`src/rtl/box_tracker_if.sv`:
```
// Bundle of frame-sync, bounding-box inputs and tracked-target outputs exchanged
// between the box stage (master) and the tracker (slave).
interface box_tracker_if;
  logic        en;
  logic        vs_n;
  logic [12:0] T;
  logic [12:0] B;
  logic [12:0] L;
  logic [12:0] R;
  logic [12:0] cx;
  logic [12:0] cy;
  logic [12:0] box_w;
  logic [12:0] box_h;
  logic        locked;
  logic        lost;
  logic        upd;

  modport master (
    output en, vs_n, T, B, L, R,
    input  cx, cy, box_w, box_h, locked, lost, upd
  );

  modport slave (
    input  en, vs_n, T, B, L, R,
    output cx, cy, box_w, box_h, locked, lost, upd
  );
endinterface

```
`src/rtl/box_tracker.sv`:
```
// Per-frame bounding-box tracker: validates each box, smooths its centre with a
// first-order IIR filter and tracks lock / loss of the target.
module box_tracker #(
  parameter int IMG_W       = 640,
  parameter int IMG_H       = 480,
  parameter int MIN_SIZE    = 4,
  parameter int LOST_FRAMES = 8,
  parameter int ALPHA_SHIFT = 2
) (
  input  logic         clk,
  input  logic         reset,
  box_tracker_if.slave bus
);
  localparam int DATA_W = 13;
  localparam int MISS_W = $clog2(LOST_FRAMES + 1);
  localparam logic [DATA_W-1:0] W_LIM   = DATA_W'(IMG_W);
  localparam logic [DATA_W-1:0] H_LIM   = DATA_W'(IMG_H);
  localparam logic [DATA_W-1:0] MIN_LIM = DATA_W'(MIN_SIZE);
  localparam logic [MISS_W-1:0] MISS_MAX = MISS_W'(LOST_FRAMES);

  typedef enum logic [1:0] {IDLE, CHECK, FILTER} state_t;

  state_t              state, state_nxt;
  logic                vs_d;
  logic                frame_evt;
  logic                capture;
  logic [DATA_W-1:0]   t_p0, b_p0, l_p0, r_p0;
  logic                acc_c;
  logic [DATA_W:0]     sx_c, sy_c;
  logic [DATA_W-1:0]   w_c, h_c;
  logic                unused_lsb;
  logic                acc_p1;
  logic [DATA_W-1:0]   rx_p1, ry_p1, w_p1, h_p1;
  logic [MISS_W-1:0]   miss_cnt, miss_nxt;

  // cur + ((raw - cur) >>> ALPHA_SHIFT); the result lies between cur and raw
  function automatic logic [DATA_W-1:0] smooth(input logic [DATA_W-1:0] cur,
                                               input logic [DATA_W-1:0] raw);
    logic signed [DATA_W:0] diff;
    logic signed [DATA_W:0] step;
    logic signed [DATA_W:0] sum;
    diff = $signed({1'b0, raw}) - $signed({1'b0, cur});
    step = diff >>> ALPHA_SHIFT;
    sum  = $signed({1'b0, cur}) + step;
    return sum[DATA_W-1:0];
  endfunction

  function automatic logic [MISS_W-1:0] miss_inc(input logic [MISS_W-1:0] v);
    return (v >= MISS_MAX) ? v : v + 1'b1;
  endfunction

  assign frame_evt = vs_d & ~bus.vs_n;
  assign miss_nxt  = miss_inc(miss_cnt);

  always_ff @(posedge clk or posedge reset) begin
    if (reset) begin
      vs_d  <= 1'b1;
      state <= IDLE;
    end else begin
      vs_d  <= bus.vs_n;
      state <= state_nxt;
    end
  end

  always_comb begin
    state_nxt = state;
    capture   = 1'b0;
    case (state)
      IDLE: begin
        if (frame_evt && bus.en) begin
          capture   = 1'b1;
          state_nxt = CHECK;
        end
      end
      CHECK:   state_nxt = FILTER;
      FILTER:  state_nxt = IDLE;
      default: state_nxt = IDLE;
    endcase
  end

  // Stage p0 -> p1: geometry check and raw centre; sums are one bit wider
  always_comb begin
    sx_c       = {1'b0, l_p0} + {1'b0, r_p0};
    sy_c       = {1'b0, t_p0} + {1'b0, b_p0};
    w_c        = r_p0 - l_p0 + 1'b1;
    h_c        = b_p0 - t_p0 + 1'b1;
    unused_lsb = sx_c[0] ^ sy_c[0];
    acc_c      = (t_p0 <= b_p0) && (l_p0 <= r_p0) &&
                 (b_p0 < H_LIM) && (r_p0 < W_LIM) &&
                 (h_c >= MIN_LIM) && (w_c >= MIN_LIM);
  end

  always_ff @(posedge clk) begin
    if (capture) begin
      t_p0 <= bus.T;
      b_p0 <= bus.B;
      l_p0 <= bus.L;
      r_p0 <= bus.R;
    end
    if (state == CHECK) begin
      acc_p1 <= acc_c;
      rx_p1  <= sx_c[DATA_W:1];
      ry_p1  <= sy_c[DATA_W:1];
      w_p1   <= w_c;
      h_p1   <= h_c;
    end
  end

  // Stage p1 -> outputs: filter update, lock and loss bookkeeping
  always_ff @(posedge clk or posedge reset) begin
    if (reset) begin
      bus.cx     <= '0;
      bus.cy     <= '0;
      bus.box_w  <= '0;
      bus.box_h  <= '0;
      bus.locked <= 1'b0;
      bus.lost   <= 1'b0;
      bus.upd    <= 1'b0;
      miss_cnt   <= '0;
    end else begin
      bus.upd <= (state == FILTER);
      if (state == FILTER) begin
        if (acc_p1) begin
          if (bus.locked) begin
            bus.cx <= smooth(bus.cx, rx_p1);
            bus.cy <= smooth(bus.cy, ry_p1);
          end else begin
            bus.cx <= rx_p1;
            bus.cy <= ry_p1;
          end
          bus.box_w  <= w_p1;
          bus.box_h  <= h_p1;
          bus.locked <= 1'b1;
          bus.lost   <= 1'b0;
          miss_cnt   <= '0;
        end else begin
          miss_cnt <= miss_nxt;
          if (miss_nxt == MISS_MAX) begin
            bus.locked <= 1'b0;
            bus.lost   <= 1'b1;
          end
        end
      end
    end
  end
endmodule

```
`src/flat_wrapper.sv`:
```
// flat-port wrapper written by rule: the top's interface ports become plain ports
module box_tracker_flat 
#(
  parameter int IMG_W       = 640,
  parameter int IMG_H       = 480,
  parameter int MIN_SIZE    = 4,
  parameter int LOST_FRAMES = 8,
  parameter int ALPHA_SHIFT = 2
)
  (clk, reset, bus_en, bus_vs_n, bus_T, bus_B, bus_L, bus_R, bus_cx, bus_cy, bus_box_w, bus_box_h, bus_locked, bus_lost, bus_upd);
  box_tracker_if bus_i ();
  input  logic clk;
  input  logic reset;
  input wire logic [$bits(bus_i.en)-1:0] bus_en;
  input wire logic [$bits(bus_i.vs_n)-1:0] bus_vs_n;
  input wire logic [$bits(bus_i.T)-1:0] bus_T;
  input wire logic [$bits(bus_i.B)-1:0] bus_B;
  input wire logic [$bits(bus_i.L)-1:0] bus_L;
  input wire logic [$bits(bus_i.R)-1:0] bus_R;
  output wire logic [$bits(bus_i.cx)-1:0] bus_cx;
  output wire logic [$bits(bus_i.cy)-1:0] bus_cy;
  output wire logic [$bits(bus_i.box_w)-1:0] bus_box_w;
  output wire logic [$bits(bus_i.box_h)-1:0] bus_box_h;
  output wire logic [$bits(bus_i.locked)-1:0] bus_locked;
  output wire logic [$bits(bus_i.lost)-1:0] bus_lost;
  output wire logic [$bits(bus_i.upd)-1:0] bus_upd;
  assign bus_i.en = bus_en;
  assign bus_i.vs_n = bus_vs_n;
  assign bus_i.T = bus_T;
  assign bus_i.B = bus_B;
  assign bus_i.L = bus_L;
  assign bus_i.R = bus_R;
  assign bus_cx = bus_i.cx;
  assign bus_cy = bus_i.cy;
  assign bus_box_w = bus_i.box_w;
  assign bus_box_h = bus_i.box_h;
  assign bus_locked = bus_i.locked;
  assign bus_lost = bus_i.lost;
  assign bus_upd = bus_i.upd;
  box_tracker #(.IMG_W(IMG_W), .IMG_H(IMG_H), .MIN_SIZE(MIN_SIZE), .LOST_FRAMES(LOST_FRAMES), .ALPHA_SHIFT(ALPHA_SHIFT)) u_core (.clk(clk), .reset(reset), .bus(bus_i));
endmodule
```
`config.mk`:
```
export PLATFORM = sky130hd
export DESIGN_NAME = box_tracker_flat
export DESIGN_NICKNAME = d
export VERILOG_FILES = /design/src/rtl/box_tracker_if.sv /design/src/rtl/box_tracker.sv /design/src/flat_wrapper.sv
export SDC_FILE = /design/constraint.sdc
export NUM_CORES = 1
export LEC_CHECK = 0
export CAP_MARGIN = 20
export CORE_MARGIN = 1
export CORE_UTILIZATION = 58
export DETAILED_ROUTE_END_ITERATION = 7
export PLACE_DENSITY = 0.81
export REMOVE_ABC_BUFFERS = 1
export SYNTH_ARGS = -nofsm -noshare
export SYNTH_HDL_FRONTEND = slang
export SYNTH_SLANG_ARGS = --single-unit
```
`constraint.sdc`:
```
create_clock -name clk -period 7.7 [get_ports clk]
set_input_delay 2.31 -clock clk [delete_from_list [all_inputs] [get_ports clk]]
set_output_delay 2.31 -clock clk [all_outputs]
set_load 0.05 [all_outputs]
```
==> results of run 1 <==
## worst min-delay path: cells and delay by family (launching register included)
family	cells	cell delay [ns]
DFF	1	0.32
and+or+nand+nor	2	0.09
## registers in the layout, indices dropped and copies added (netlist names)
| signal | flops |
|---|---|
| u_core.rx_p1 | 13 |
| u_core.t_p0 | 13 |
| u_core.state | 2 |
| u_core.w_p1 | 13 |
| u_core.bus.box_w | 13 |
| u_core.l_p0 | 13 |
| u_core.h_p1 | 13 |
| u_core.bus.lost | 1 |
| u_core.bus.cx | 13 |
| u_core.bus.locked | 1 |
| u_core.r_p0 | 13 |
| u_core.acc_p1 | 1 |
| u_core.bus.box_h | 13 |
| u_core.b_p0 | 13 |
| u_core.ry_p1 | 13 |
| u_core.miss_cnt | 4 |
| u_core.bus.cy | 13 |
| u_core.vs_d | 1 |
| u_core.bus.upd | 1 |
## kinds of logic after synthesis
kind of cell | count (synthesis) | synth area share [%]
and+or+nand+nor | 295 | 12.8
AOI/OAI and AO/OA | 239 | 14.0
buffers and inverters | 137 | 4.69
muxes | 17 | 1.55
xor gates and xnor gates | 77 | 6.15
adders and majority gates | 153 | 17.9
DFF | 167 | 42.9
## through the flow
| stage | cells | util, % | setup slack, ns |
|---|---|---|---|
| after floorplan | 1064 | - | -0.198 |
| after global placement | 1409 | 67.7 | 3.75 |
| after detailed placement | 1409 | 67.7 | 3.71 |
| after CTS | 1441 | 71.1 | 3.28 |
| after global routing | 1441 | 71.1 | 3.24 |
| final | 1441 | 71.1 | 3.31 |
## routing by layer
metal / global-route usage [%] / wire length (um) / vias up
met5: 0 / 0 / -
met4: 8.42 / 469 / 0
met3: 4.03 / 1070 / 41
met2: 39.6 / 10400 / 235
met1: 32.8 / 10700 / 3830
li1: - / - / 4036
## worst min path at each step
stage,end,cells after the start,start
2_1_floorplan,u_core.bus.box_h[0]$_DFFE_PP0P_,2,u_core.h_p1[0]$_DFFE_PN_
3_3_place_gp,u_core.bus.box_h[2]$_DFFE_PP0P_,2,u_core.h_p1[2]$_DFFE_PN_
3_5_place_dp,u_core.bus.box_w[4]$_DFFE_PP0P_,2,u_core.w_p1[4]$_DFFE_PN_
4_1_cts,u_core.bus.box_h[2]$_DFFE_PP0P_,2,u_core.h_p1[2]$_DFFE_PN_
5_1_grt,u_core.bus.box_h[2]$_DFFE_PP0P_,2,u_core.h_p1[2]$_DFFE_PN_
6_report,u_core.bus.box_w[4]$_DFFE_PP0P_,2,u_core.w_p1[4]$_DFFE_PN_
## area by class of cell
| cell class | count | area (um^2) | area share [%] |
|---|---|---|---|
| multi-input combinational | 781 | 5750 | 44.5 |
| sequential | 167 | 4710 | 36.4 |
| timing repair buffer | 116 | 1150 | 8.86 |
| clock buffer | 18 | 450 | 3.48 |
| inverter | 116 | 435 | 3.36 |
| tap | 229 | 287 | 2.21 |
| clock inverter | 14 | 163 | 1.26 |
## power by group through the flow
stage	Combinational (uW)	Clock, uW	Sequential (uW)
4_1_cts	2290	911	1200
3_3_place_gp	2200	0	1210
3_5_place_dp	2270	0	1210
5_1_grt	2540	945	1210
2_1_floorplan	1440	0	1510
6_report	2290	898	1200
## synth_stat cells, drive strengths merged (10+ instances only)
cell,n
a211oi,10
dfrtp,61
nor2,46
o21bai,13
edfxtp,105
nand3,16
clkbuf,17
and3,11
nand2b,13
ha,146
mux2i,17
a21o,23
nor3,13
nor2b,11
xnor2,57
nand2,133
o21ai,48
a21oi,81
xor2,20
inv,115
==> key figures, run 1 <==
Worst setup path
  – Largest stage delay on the critical path: 0.90 ns
  – Cell type of the slowest stage on the worst timing path: sky130_fd_sc_hd__clkdlybuf4s50_1
  – Nature of the critical path endpoint: primary output
  – Highest net fanout along the worst path: 40
  – Critical path destination: bus_locked
  – Reg-to-reg slack, setup: 3.79 ns
  – Worst Setup SP: u_core.bus.locked$_DFFE_PP0P_
  – Ordered cell list for the critical path: buf_4 > clkdlybuf4s50_1
  – Signal arrival time at the worst endpoint: 2.08 ns
  – CP Launch Type: register
  – CP Data Required Time: 5.39 ns
  – Cell family contributing the most delay on the critical path: buffers and inverters
  – Worst flop-to-flop path endpoint: u_core.bus.cx[12]$_DFFE_PP0P_
  – Critical Path Stages: 2
  – Worst path bufs/invs: 2
  – Reg2Reg Launch Point: u_core.bus.cx[2]$_DFFE_PP0P_
  – Crit Path Category: reg2out
  – Depth of the worst register-to-register path: 17

CTS
  – Clock-pin slew on the worst setup and hold paths: 0.07 ns
  – Clock Tree Root: sky130_fd_sc_hd__clkbuf_16
  – # Post-CTS Setup Buffers: 0
  – Clock tree buffer depth: 2
  – Post-CTS Resized: 0
  – Clock latency at the later pin of the worst-skew pair: 0.43 ns
  – Clock tree from TritonCTS: built
  – Number of hold buffers added after CTS: 0
  – Clock Sink Count: 167
  – Number of buffers created by CTS: 17
  – H-tree depth: 4

Flow run
  – Maximum Capacitance Violations: 0

Layout
  – Final antenna diode count: 0
  – Leading cell type in the layout, fill and taps excluded: sky130_fd_sc_hd__ha_1
  – Fill cells: 1,312
  – Final cell area excluding filler cells: 12,900 um^2
  – Top library cells by usage in the layout, fill and taps aside: sky130_fd_sc_hd__ha_1 (146), sky130_fd_sc_hd__nand2_1 (132), sky130_fd_sc_hd__inv_1 (114)
  – Final nets: 1,407
  – Fraction of final layout cells sized beyond drive strength 1: 5.20%
  – Area growth from synthesis to final layout: 18.1%

Floorplanning
  – Die boundary height: 139 um
  – Total Die Area: 19,400 um^2
  – Number of ports placed on the die boundary: 111
  – DIE WIDTH: 139 um
  – Floorplan core area: 18,200 um^2
  – Row Count: 49
  – Effective utilization at floorplan: 60.2%

STA
  – Slew margin rel.: 46.4%
  – Number of endpoints with negative hold slack in the final report: 0
  – Final max-slew violation count: 0
  – Unrepaired setup endpoints after global routing: false
  – Final setup skew: 0.00692 ns
  – Final clock period utilization by the worst path: 57.0%
  – Number of setup violations in the final report: 0
  – Final critical path time including I/O delays and setup: 4.39 ns
  – Highest Clock Rate: 0.228 GHz
  – Worst Hold Slack: 0.438 ns
  – Post-route setup TNS: 0 ns
  – Actual transition at the worst max-transition pin: 0.805 ns

Logic synthesis
  – Post-synth design cell area: 11,000 um^2
  – Cells taking the most area after synthesis: sky130_fd_sc_hd__edfxtp_1 (29%), sky130_fd_sc_hd__ha_1 (17%), sky130_fd_sc_hd__dfrtp_1 (14%), sky130_fd_sc_hd__nand2_1 (4.6%), sky130_fd_sc_hd__xnor2_1 (4.6%)
  – Post-synth ARST share: 37.1%
  – Number of synthesized flops with an enable pin: 105
  – Area share of the leading cell type in the synthesized netlist: 28.8%
  – Register area share after synthesis: 42.9%
  – Cells after synthesis: 1,085
  – Number of library cell types mapped by synthesis: 66
  – Total of warnings raised by yosys: 0
  – Mean Syn Cell Area: 10.1 um^2
  – Number of storage elements in the synthesis netlist: 167
  – Flip-flop cell with the highest count after synthesis: sky130_fd_sc_hd__edfxtp_1
  – Leading area contributor after synthesis: sky130_fd_sc_hd__edfxtp_1

Power
  – Int Power: 2580 uW
  – Power density over the cells: 339 nW/um^2
  – Power share of the sequential group: 27.3%
  – Combinational share of power: 52.2%
  – Total Power Consumption: 4380 uW
  – Clock Power Share: 20.5%
  – IR drop worst, VDD: 0.181 mV
  – Pleak: 0.00586 uW
  – Sw frac: 41.2%
  – Net load switching power: 1810 uW

Routing
  – Remaining routing DRC violations: 0
  – Residual antenna-violating net count after detailed routing: 0
  – Average wire per cell in the routed design: 15.7 um
  – Sum of routed wire length over all layers: 22.6 mm
  – Average vias per placed instance: 5.65
  – Detailed Route Iter0 Violations: 449
  – Via count: 8,142
  – Number of detailed-route iterations in the first pass: 5

Global routing
  – Largest net degree at the start of global routing: 63
  – Initial antenna violation count: 0
  – GRT Total Usage: 24.3%
  – GR Overflow Total: 0
  – Global-route wire length before repair: 37.4 mm
  – Via count of the first global-routing pass: 7,883

Placement
  – Number of I/O port buffers: 110
  – Gp weighted congestion: 0.851
  – Total cell area at the placement stage: 12,300 um^2
  – DPL Wire Length: 17.0 mm

Status
  – Outcome: finished clean

Hold path
  – Kind of path behind the tightest hold check: reg2reg
Note: power is estimated with default switching activity, not from simulation.
==> run 2: changes to the inputs <==
Settings changed: CORE_UTILIZATION 58 to 53, PLACE_DENSITY 0.81 to 0.78.
Clock period 7.7 ns to 4 ns, I/O delays scaled along.
==> key figures, run 2 (synthesis results as in run 1) <==
Status
  – Outcome: finished clean

CTS
  – Clock tree from TritonCTS: built
  – Clock latency at the later pin of the worst-skew pair: 0.43 ns (about the same)
  – Number of hold buffers added after CTS: 0 (unchanged)
  – H-tree depth: 4 (unchanged)
  – Clock Sink Count: 167 (unchanged)
  – Clock tree buffer depth: 2 (unchanged)
  – Clock Tree Root: sky130_fd_sc_hd__clkbuf_16
  – Number of buffers created by CTS: 17 (unchanged)
  – Clock-pin slew on the worst setup and hold paths: 0.07 ns (about the same)

STA
  – Final max-slew violation count: 0 (unchanged)
  – Number of endpoints with negative hold slack in the final report: 0 (unchanged)
  – Worst Hold Slack: 0.438 ns (-0.000806 ns)
  – Final setup skew: 0.00975 ns (+0.00283 ns)
  – Unrepaired setup endpoints after global routing: true
  – Final critical path time including I/O delays and setup: 3.88 ns
  – Highest Clock Rate: 0.258 GHz
  – Final clock period utilization by the worst path: 96.9%
  – Final WS setup: 0.123 ns (-3.19 ns)
  – Slew margin rel.: 37.9% (-8.4 points)
  – Number of setup violations in the final report: 0 (unchanged)
  – Actual transition at the worst max-transition pin: 0.928 ns (+0.123 ns)

Placement
  – Post-place setup slack: 0.111 ns (-3.60 ns)
  – DPL Wire Length: 17.2 mm (+1.7%)
  – Gp weighted congestion: 0.853 (+0.29%)
  – Number of I/O port buffers: 110 (unchanged)

Flow run
  – Maximum Capacitance Violations: 0 (unchanged)

Power
  – Clock Power Share: 19.1% (-1.4 points)
  – Net load switching power: 3560 uW (+97%)
  – Total Power Consumption: 8600 uW (+96%)
  – Pleak: 0.00590 uW (+0.68%)
  – Power density over the cells: 656 nW/um^2 (+94%)
  – Power share of the sequential group: 26.8% (-0.5 points)
  – Combinational share of power: 54.1% (+1.9 points)
  – IR drop worst, VDD: 0.306 mV (+69%)
  – Sw frac: 41.4% (+0.16 points)
  – Int Power: 5040 uW (+96%)

Floorplanning
  – DIE WIDTH: 146 um (+4.5%)
  – Effective utilization at floorplan: 54.2% (-6.0 points)
  – Floorplan core area: 20,200 um^2 (+11%)
  – Row Count: 52 (+6.1%)
  – Die boundary height: 146 um (+4.5%)
  – Number of ports placed on the die boundary: 111 (unchanged)
  – Total Die Area: 21,300 um^2 (+9.3%)

Global routing
  – Global-route wire length before repair: 37.7 mm (+0.94%)
  – Initial antenna violation count: 0 (unchanged)
  – Largest net degree at the start of global routing: 53 (-16%)
  – GRT Total Usage: 22.0% (-2.2 points)
  – Via count of the first global-routing pass: 7,837 (-0.58%)
  – GR Overflow Total: 0 (unchanged)

Layout
  – Area growth from synthesis to final layout: 19.6%
  – Total area of multi-input combinational cells: 5810 um^2 (+1.0%)
  – Final nets: 1,415 (+0.57%)
  – Final antenna diode count: 0 (unchanged)
  – Fill cells: 1,598 (+22%)
  – Top library cells by usage in the layout, fill and taps aside: sky130_fd_sc_hd__ha_1 (144), sky130_fd_sc_hd__nand2_1 (132), sky130_fd_sc_hd__inv_1 (114)
  – Fraction of final layout cells sized beyond drive strength 1: 6.40% (+1.2 points)
  – Leading cell type in the layout, fill and taps excluded: sky130_fd_sc_hd__ha_1
  – Register cell area after layout: 4710 um^2 (unchanged)
  – Final Core Density: 64.8% (-6.3 points)

Worst setup path
  – Highest net fanout along the worst path: 5 (-88%)
  – CP Launch Type: register
  – Ordered cell list for the critical path: inv_1 > ha_1 > a21o_1 > a31o_2 > a41o_1 > and2_1 > o21a_1 > nor2_1 > xnor2_1 > ha_1 > a21o_1 > a31oi_2 > o21ai_1 > o41ai_2 > xor2_1 > a21oi_1 > a2bb2oi_1
  – Worst path bufs/invs: 1 (-1)
  – Nature of the critical path endpoint: register
  – Largest stage delay on the critical path: 0.38 ns (-0.52 ns)
  – Crit Path Category: reg2reg
  – Signal arrival time at the worst endpoint: 4.15 ns (+2.07 ns)
  – CP Data Required Time: 4.27 ns (-1.12 ns)
  – Cell family contributing the most delay on the critical path: compound AO/OA/AOI/OAI gates
  – Cell type of the slowest stage on the worst timing path: sky130_fd_sc_hd__dfrtp_1

Routing
  – Via count: 8,141 (-0.012%)
  – Remaining routing DRC violations: 0 (unchanged)
  – Number of detailed-route iterations in the first pass: 5 (unchanged)
  – Average wire per cell in the routed design: 15.5 um (-1.3%)
  – Detailed Route Iter0 Violations: 435 (-3.1%)
  – Average vias per placed instance: 5.47 (-3.2%)
  – Residual antenna-violating net count after detailed routing: 0 (unchanged)
  – Sum of routed wire length over all layers: 23.1 mm (+1.9%)

Hold path
  – Kind of path behind the tightest hold check: reg2reg
==> run 2: metal layers <==
metal | vias to the layer above | track usage, % | part of all wire (%) | routed length [um]
met5 | - | 0 | 0 | 0
met4 | 0 | 6.47 | 1.3 | 306
met3 | 26 | 3.01 | 4.1 | 940
met2 | 221 | 37.0 | 48 | 11000
met1 | 3842 | 29.7 | 47 | 10800
li1 | 4052 | - | - | -
==> run 2: final cells by class <==
cell class,count,area share [%]
multi-input combinational,781,44.4
sequential,167,35.9
timing repair buffer,124,9.40
clock buffer,20,3.49
inverter,116,3.32
tap,270,2.58
clock inverter,11,0.936
==> run 2: final timing paths <==
path | depth (start not counted) | slack (ns) | end | start
worst max-delay path | 17 | 0.12 | u_core.bus.cx[12]$_DFFE_PP0P_ | u_core.bus.cx[2]$_DFFE_PP0P_
worst min-delay path | 2 | 0.44 | u_core.bus.box_h[1]$_DFFE_PP0P_ | u_core.h_p1[1]$_DFFE_PN_
worst max register to register | 17 | 0.12 | u_core.bus.cx[12]$_DFFE_PP0P_ | u_core.bus.cx[2]$_DFFE_PP0P_
worst min register to register | 2 | 0.44 | u_core.bus.box_h[1]$_DFFE_PP0P_ | u_core.h_p1[1]$_DFFE_PN_
max in group asynchronous | 3 | 2.01 | u_core.vs_d$_DFF_PP1_ | reset
min in group asynchronous | 2 | 1.22 | u_core.bus.box_h[12]$_DFFE_PP0P_ | reset
==> run 2: timing repair <==
item | CTS | global route
setup endpoints to repair | 0 | 3
setup buffers | 0 | 6
resized for setup | 0 | 12
==> run 2: worst register-to-register path, stage by stage, from the launching register on <==
cell and delay, ns:
sky130_fd_sc_hd__dfrtp_1 0.38, sky130_fd_sc_hd__inv_1 0.06, sky130_fd_sc_hd__ha_1 0.33, sky130_fd_sc_hd__a21o_1 0.17
sky130_fd_sc_hd__a31o_2 0.23, sky130_fd_sc_hd__a41o_1 0.30, sky130_fd_sc_hd__and2_1 0.21, sky130_fd_sc_hd__o21a_1 0.18
sky130_fd_sc_hd__nor2_1 0.11, sky130_fd_sc_hd__xnor2_1 0.13, sky130_fd_sc_hd__ha_1 0.32, sky130_fd_sc_hd__a21o_1 0.21
sky130_fd_sc_hd__a31oi_2 0.19, sky130_fd_sc_hd__o21ai_1 0.14, sky130_fd_sc_hd__o41ai_2 0.27, sky130_fd_sc_hd__xor2_1 0.22
sky130_fd_sc_hd__a21oi_1 0.09, sky130_fd_sc_hd__a2bb2oi_1 0.17
==> run 2: metrics by stage <==
| stage | setup TNS [ns] | std cells | cell area (um^2) |
|---|---|---|---|
| floorplan | -144.99 | 1064 | 10900 |
| global placement | 0 | 1451 | 12400 |
| detailed placement | 0 | 1451 | 12400 |
| CTS | 0 | 1482 | 13000 |
| global route | -0.124 | 1489 | 13100 |
| finish | 0 | 1489 | 13100 |
==> run 2: power by group through the flow <==
stage,combinational [uW],clock (uW),sequential (uW)
finish,4650,1650,2300
global route,5090,1730,2330
CTS,4430,1670,2300
detailed placement,4390,0,2340
global placement,4270,0,2330
floorplan,2780,0,2920
